`src/rtl/llc_arb_pkg.sv`:
```
// llc_arb_pkg: shared FSM/requester types and AXI read-burst constants for llc_line_fill_arbiter
package llc_arb_pkg;
  typedef enum logic [1:0] {IDLE, ADDR, DATA, RESP} state_t;
  typedef enum logic {REQ_I, REQ_D} req_t;
  localparam int BEATS = 8;
  localparam int WORD_W = $clog2(BEATS);
  localparam logic [7:0] ARLEN = 8'(BEATS - 1);
  localparam logic [2:0] ARSIZE_8B = 3'b011;
  localparam logic [1:0] ARBURST_WRAP = 2'b10;
endpackage

```
`src/rtl/llc_line_fill_arbiter_line_assembler.sv`:
```
// line_assembler: counts beats of a WRAP burst and writes each into line word (start_word + beat) mod BEATS
module line_assembler
  import llc_arb_pkg::*;
#(
  parameter int DATA_WIDTH = 64,
  parameter int LINE_BITS = 512
) (
  input  logic clk,
  input  logic reset,
  input  logic load,
  input  logic [WORD_W-1:0] start_word,
  input  logic beat,
  input  logic [DATA_WIDTH-1:0] data,
  output logic [WORD_W-1:0] count,
  output logic [LINE_BITS-1:0] line
);
  logic [WORD_W-1:0] start, idx;
  assign idx = start + count;
  always_ff @(posedge clk) begin
    if (!reset) begin
      count <= '0;
      start <= '0;
      line <= '0;
    end else begin
      if (load) begin
        count <= '0;
        start <= start_word;
      end else if (beat) count <= count + 1'b1;
      if (beat) line[idx*DATA_WIDTH +: DATA_WIDTH] <= data;
    end
  end
endmodule

```
`src/rtl/llc_line_fill_arbiter.sv`:
```
// llc_line_fill_arbiter: round-robin L1-I/L1-D line fills over one AXI read port; LLC_ARB_PERF_CNT_EN adds perf counters
module llc_line_fill_arbiter
  import llc_arb_pkg::*;
#(
  parameter int ADDR_WIDTH = 64,
  parameter int DATA_WIDTH = 64,
  parameter int LINE_BITS = 512,
  parameter int ID_WIDTH = 13
) (
  input  logic clk,
  input  logic reset,
  input  logic [ADDR_WIDTH-1:0] i_req_addr,
  input  logic i_req_valid,
  output logic [LINE_BITS-1:0] i_rsp_data,
  output logic i_rsp_valid,
  input  logic [ADDR_WIDTH-1:0] d_req_addr,
  input  logic d_req_valid,
  output logic [LINE_BITS-1:0] d_rsp_data,
  output logic d_rsp_valid,
  output logic [ID_WIDTH-1:0] m_axi_arid,
  output logic [ADDR_WIDTH-1:0] m_axi_araddr,
  output logic [7:0] m_axi_arlen,
  output logic [2:0] m_axi_arsize,
  output logic [1:0] m_axi_arburst,
  output logic m_axi_arvalid,
  input  logic m_axi_arready,
  input  logic [DATA_WIDTH-1:0] m_axi_rdata,
  input  logic [1:0] m_axi_rresp,
  input  logic m_axi_rlast,
  input  logic m_axi_rvalid,
  output logic m_axi_rready,
  output logic err
`ifdef LLC_ARB_PERF_CNT_EN
  ,
  output logic [31:0] perf_i_fills,
  output logic [31:0] perf_d_fills,
  output logic [31:0] perf_wait_cycles
`endif
);
  state_t state, state_nxt;
  req_t winner, last_grant, grant;
  logic [ADDR_WIDTH-1:0] addr, grant_addr;
  logic [LINE_BITS-1:0] line, i_line, d_line;
  logic [WORD_W-1:0] count;
  logic any_req, start, beat, last_beat;
  assign any_req = i_req_valid | d_req_valid;
  assign grant = (i_req_valid && (!d_req_valid || last_grant == REQ_D)) ? REQ_I : REQ_D;
  assign grant_addr = grant == REQ_I ? i_req_addr : d_req_addr;
  assign start = state == IDLE && any_req;
  assign beat = state == DATA && m_axi_rvalid;
  assign last_beat = beat && count == WORD_W'(BEATS - 1);
  assign m_axi_arid = ID_WIDTH'(winner);
  assign m_axi_araddr = addr & ~ADDR_WIDTH'(7);
  assign m_axi_arlen = ARLEN;
  assign m_axi_arsize = ARSIZE_8B;
  assign m_axi_arburst = ARBURST_WRAP;
  line_assembler #(.DATA_WIDTH(DATA_WIDTH), .LINE_BITS(LINE_BITS)) u_asm (
    .clk(clk), .reset(reset), .load(start), .start_word(grant_addr[3 +: WORD_W]),
    .beat(beat), .data(m_axi_rdata), .count(count), .line(line)
  );
  always_ff @(posedge clk) state <= !reset ? IDLE : state_nxt;
  always_comb
    state_nxt = state == IDLE ? (any_req ? ADDR : IDLE) :
                state == ADDR ? (m_axi_arready ? DATA : ADDR) :
                state == DATA ? (last_beat ? RESP : DATA) : IDLE;
  // The fresh line is forwarded during RESP; afterwards the per-requester copy holds it.
  always_comb begin
    m_axi_arvalid = state == ADDR;
    m_axi_rready = state == DATA;
    i_rsp_valid = state == RESP && winner == REQ_I;
    d_rsp_valid = state == RESP && winner == REQ_D;
    i_rsp_data = i_rsp_valid ? line : i_line;
    d_rsp_data = d_rsp_valid ? line : d_line;
  end
  always_ff @(posedge clk) begin
    if (!reset) begin
      winner <= REQ_I;
      last_grant <= REQ_D;
      addr <= '0;
      i_line <= '0;
      d_line <= '0;
      err <= 1'b0;
    end else begin
      if (start) begin
        winner <= grant;
        addr <= grant_addr;
      end
      if (state == RESP) last_grant <= winner;
      if (i_rsp_valid) i_line <= line;
      if (d_rsp_valid) d_line <= line;
      if (beat && (m_axi_rresp != 2'b00 || m_axi_rlast != (count == WORD_W'(BEATS - 1)))) err <= 1'b1;
    end
  end
`ifdef LLC_ARB_PERF_CNT_EN
  req_t served;
  logic waiting;
  assign served = state == IDLE ? grant : winner;
  assign waiting = (i_req_valid && served != REQ_I) || (d_req_valid && served != REQ_D);
  always_ff @(posedge clk) begin
    if (!reset) begin
      perf_i_fills <= '0;
      perf_d_fills <= '0;
      perf_wait_cycles <= '0;
    end else begin
      if (i_rsp_valid && !(&perf_i_fills)) perf_i_fills <= perf_i_fills + 1'b1;
      if (d_rsp_valid && !(&perf_d_fills)) perf_d_fills <= perf_d_fills + 1'b1;
      if (waiting && !(&perf_wait_cycles)) perf_wait_cycles <= perf_wait_cycles + 1'b1;
    end
  end
`endif
endmodule

```
`config.mk`:
```
export PLATFORM = sky130hd
export DESIGN_NAME = llc_line_fill_arbiter
export DESIGN_NICKNAME = d
export VERILOG_FILES = /design/src/rtl/llc_arb_pkg.sv /design/src/rtl/llc_line_fill_arbiter_line_assembler.sv /design/src/rtl/llc_line_fill_arbiter.sv
export SDC_FILE = /design/constraint.sdc
export NUM_CORES = 2
export LEC_CHECK = 0
export BUFFER_PORTS_ARGS = -buffer_cell sky130_fd_sc_hd__buf_2
export CAP_MARGIN = 25
export CORE_AREA = 2 2 509 511
export DETAILED_ROUTE_END_ITERATION = 12
export DIE_AREA = 0 0 511 513
export PLACE_DENSITY = 0.47
export SLEW_MARGIN = 20
export SYNTH_ARGS = -nofsm -noshare
export SYNTH_HDL_FRONTEND = slang
export SYNTH_SLANG_ARGS = --single-unit
```
`constraint.sdc`:
```
create_clock -name clk -period 4.5 [get_ports clk]
set_input_delay 0.45 -clock clk [delete_from_list [all_inputs] [get_ports clk]]
set_output_delay 0.45 -clock clk [all_outputs]
set_load 0.01 [all_outputs]
```
==> results.json <==
{
  "total_number_of_vias": 44700,
  "placementRows": 186,
  "drt_iter0_markers": 1968,
  "finalCoreUtilization_pct": 30.9,
  "min-delay-path-class": "primary input to flip-flop",
  "wirelength_um": 257000,
  "die_h_um": 513,
  "clock_power_share_pct": 49.2,
  "wire_per_inst_um": 24.8,
  "intPower_mw": 23.6,
  "power.switching_fraction_pct": 24.1,
  "avgViaCountPerCell": 4.31,
  "most_common_cell_after_layout_fill_and_taps_aside": "sky130_fd_sc_hd__dfxtp_1",
  "total_power_mw": 31.1,
  "grt_pass1_vias": 44700,
  "nets": 7025,
  "floorplan.initialDensity_pct": 24.2,
  "synthMuxAreaShare_pct": 26.9,
  "antenna_found_initial": 34,
  "post-synth-top-area-cell": "sky130_fd_sc_hd__dfxtp_1",
  "hpwlAfterDp_um": 195000,
  "critical_path_peak_fanout": 51,
  "multi_input_area_mm2": 0.0278,
  "area_taken_by_flip_flops_and_latches_mm2": 0.0321,
  "period_minus_slack_ns": 3.83,
  "fin_worst_skew_ns": 0.0653,
  "r2r.worst_path.cells": 9,
  "grt_use_met2_pct": 35.5,
  "combinational_power_share_pct": 4.7,
  "power.density_mw_per_mm2": 393,
  "total_switching_power_mw": 7.49,
  "slew_violations": 0,
  "yosys.area_share.adder_pct": 0.133,
  "ioPinCount": 1320,
  "outcome": "finished clean",
  "max_slew_headroom_at_the_worst_pin_pct": 40.8,
  "grt_start_max_net_pins": 173,
  "clock-sinks": 1605,
  "drt_first_pass_iters": 6,
  "max_cap_violations": 0,
  "path_class": "flip-flop to output port",
  "yosys.area_share.simple_pct": 15.4,
  "fin_tns_setup_ns": 0,
  "share_of_the_cycle_needed_by_the_critical_path_after_routing_pct": 85.2,
  "layout.cells.non_filler": 10400,
  "setup.reg_to_reg.worst_slack_ns": 0.85,
  "placeableCoreArea_mm2": 0.256,
  "synth_sequential_area_ratio_pct": 51.8,
  "pwr-share-seq_pct": 46.1,
  "clock_tree.buffer_depth": 3,
  "layout.filler_cells": 26500,
  "use_met3_pct": 5.84,
  "grt_pass1_wl_um": 353000,
  "clock_latency_ns": 0.83,
  "residual_antenna_violating_net_count_after_detailed_routing": 0,
  "die_area_mm2": 0.262,
  "share_of_final_layout_standard_cells_stronger_than_drive_strength_1_pct": 38.9,
  "clock.fmax_mhz": 261,
  "syn_area_per_cell_um2": 11.2,
  "yosys-top-cells-area": "sky130_fd_sc_hd__dfxtp_1 52%, sky130_fd_sc_hd__mux2_2 19%, sky130_fd_sc_hd__and2_1 10%",
  "chipWidth_um": 511,
  "synth-xor-area-share_pct": 0.0666,
  "worstHoldPathCells": 3,
  "cp_data_arrival_time_ns": 3.38,
  "clock_tree_from_tritoncts": "done",
  "ys_warn_count": 0,
  "endpoint_kind": "output port",
  "synth-compound-area-share_pct": 1.98,
  "clock-root-buffer": "sky130_fd_sc_hd__clkbuf_16",
  "synthDominantCellAreaShare_pct": 51.8,
  "synth_cells": 5555,
  "worst_ir_drop_vdd_v": 0.000337,
  "setup_violation_total_in_the_final_timing_report": 0,
  "io_buffer_count": 1285,
  "gp_routability_congestion": 0.840,
  "met1_usage_pct": 19.4,
  "worst_setup_hold_path_clk_slew_ns": 0.06,
  "p_leak_nw": 38.4,
  "drc_errors": 0,
  "synth_top_family_by_area": "multiplexers",
  "synthesis_stage_register_bit_count": 1605,
  "grt.busiest_layer": "met2",
  "final_cell_mix": "1,605 x sky130_fd_sc_hd__dfxtp_1, 1,284 x sky130_fd_sc_hd__buf_2, 1,024 x sky130_fd_sc_hd__mux2_2, 1,024 x sky130_fd_sc_hd__and2_1, 579 x sky130_fd_sc_hd__nand2_1",
  "cts_resized": 0,
  "rsz0062_at_grt": "false",
  "hold_viol": 0,
  "timing_worst_slew_pin_value_ns": 0.889,
  "area_of_the_mapped_netlist_mm2": 0.0620,
  "postPlaceCellArea_mm2": 0.0717,
  "critical_path.startpoint_type": "flip-flop",
  "grt_overflow_total": 0,
  "grt_use_total_pct": 18.9,
  "stdcell_area_mm2": 0.0792,
  "area_growth_pct": 27.8,
  "ctsHtreeMaxLevel": 4,
  "placed_cells": 9894,
  "synth.lib_cells_used.distinct": 40,
  "cts.repair_timing.setup_buffer_count": 0,
  "crit_required_ns": 4.05,
  "cts_made_buffers": 183
}
## timing repair
| item | 4_1_cts | 5_1_grt |
|---|---|---|
| hold buffers | 122 | 0 |
| endpoints found under the setup margin | 0 | 0 |
| hold endpoints to repair | 94 | 0 |
## registers in the layout (all words and copies together), names as in the netlist
| register | flops |
|---|---|
| winner | 1 |
| u_asm.count | 3 |
| d_line | 512 |
| last_grant | 1 |
| addr | 61 |
| err | 1 |
| u_asm.line | 512 |
| i_line | 512 |
| state | 2 |
## cells in the mapped netlist, drive strengths merged
library cell and count:
or3 3, nand3 65, buf 202, o211a 1
nand3b 64, xnor3 1, a311oi 61, dfxtp 1605
ha 5, or2 1, a2111o 1, nand2 579
inv 6, nor3 3, nor2b 4, and2 1025
or4 1, mux2i 514, fa 1, nand4bb 1
mux2 1024, and3 1, o21ai 61, nand2b 1
xnor2 1, a2111oi 2, clkbuf 245, o21a 1
or2b 1, nand4 1, conb 2, a21oi 64
and4b 1, xor2 1, o31a 1, nor2 5
## worst paths after layout
kind / startpoint / to
worst max-delay path: state[1] / i_rsp_data[79]
worst min-delay path: m_axi_rdata[23] / u_asm.line[23]
worst max register to register: addr[3] / u_asm.line[298]
worst min register to register: u_asm.line[430] / u_asm.line[430]
## per-layer routing
layer / vias to the layer above / wire length (um)
li1: 21200 / -
met1: 21900 / 93700
met2: 1263 / 134000
met3: 354 / 18900
met4: 12 / 10700
met5: - / 80
## through the flow
stage / hold slack, ns / setup slack, ns
final: 0.0760 / 0.666
after global routing: 0.0218 / 0.443
after CTS: 0.00289 / 0.539
after detailed placement: 0.460 / 0.881
after global placement: 0.453 / 0.856
after floorplan: 0.438 / 1.70
## worst max-delay path, stage by stage, from the launching register on
cell and delay (ns):
sky130_fd_sc_hd__dfxtp_1 0.61, sky130_fd_sc_hd__nand3b_1 0.59, sky130_fd_sc_hd__buf_12 0.38, sky130_fd_sc_hd__buf_12 0.33, sky130_fd_sc_hd__mux2_2 0.31, sky130_fd_sc_hd__buf_2 0.20
## layout make-up
cell class | count | area share [%]
Sequential cell | 1605 | 40.5
Multi-Input combinational cell | 3523 | 35.0
Timing Repair Buffer | 1499 | 11.1
Clock buffer | 270 | 6.75
Tap cell | 3384 | 5.34
Clock inverter | 62 | 1.11
Antenna cell | 18 | 0.0568
Inverter | 6 | 0.0284
## cell families after synthesis
family	count (synthesis)
simple gates	1756
flops	1605
mux	1538
buf+inv	453
compound gates	192
fa+ha+maj	6
xor+xnor	3
other cells	2
## power groups by stage
| stage | logic [mW] | registers (mW) | clock network, mW |
|---|---|---|---|
| after floorplan | 0.639 | 14.7 | 0 |
| after global placement | 1.37 | 14.7 | 0 |
| after detailed placement | 1.38 | 14.7 | 0 |
| after CTS | 1.51 | 14.4 | 15.8 |
| after global routing | 1.55 | 14.4 | 16.3 |
| final | 1.46 | 14.4 | 15.3 |
(Power assumes the default switching activity.)
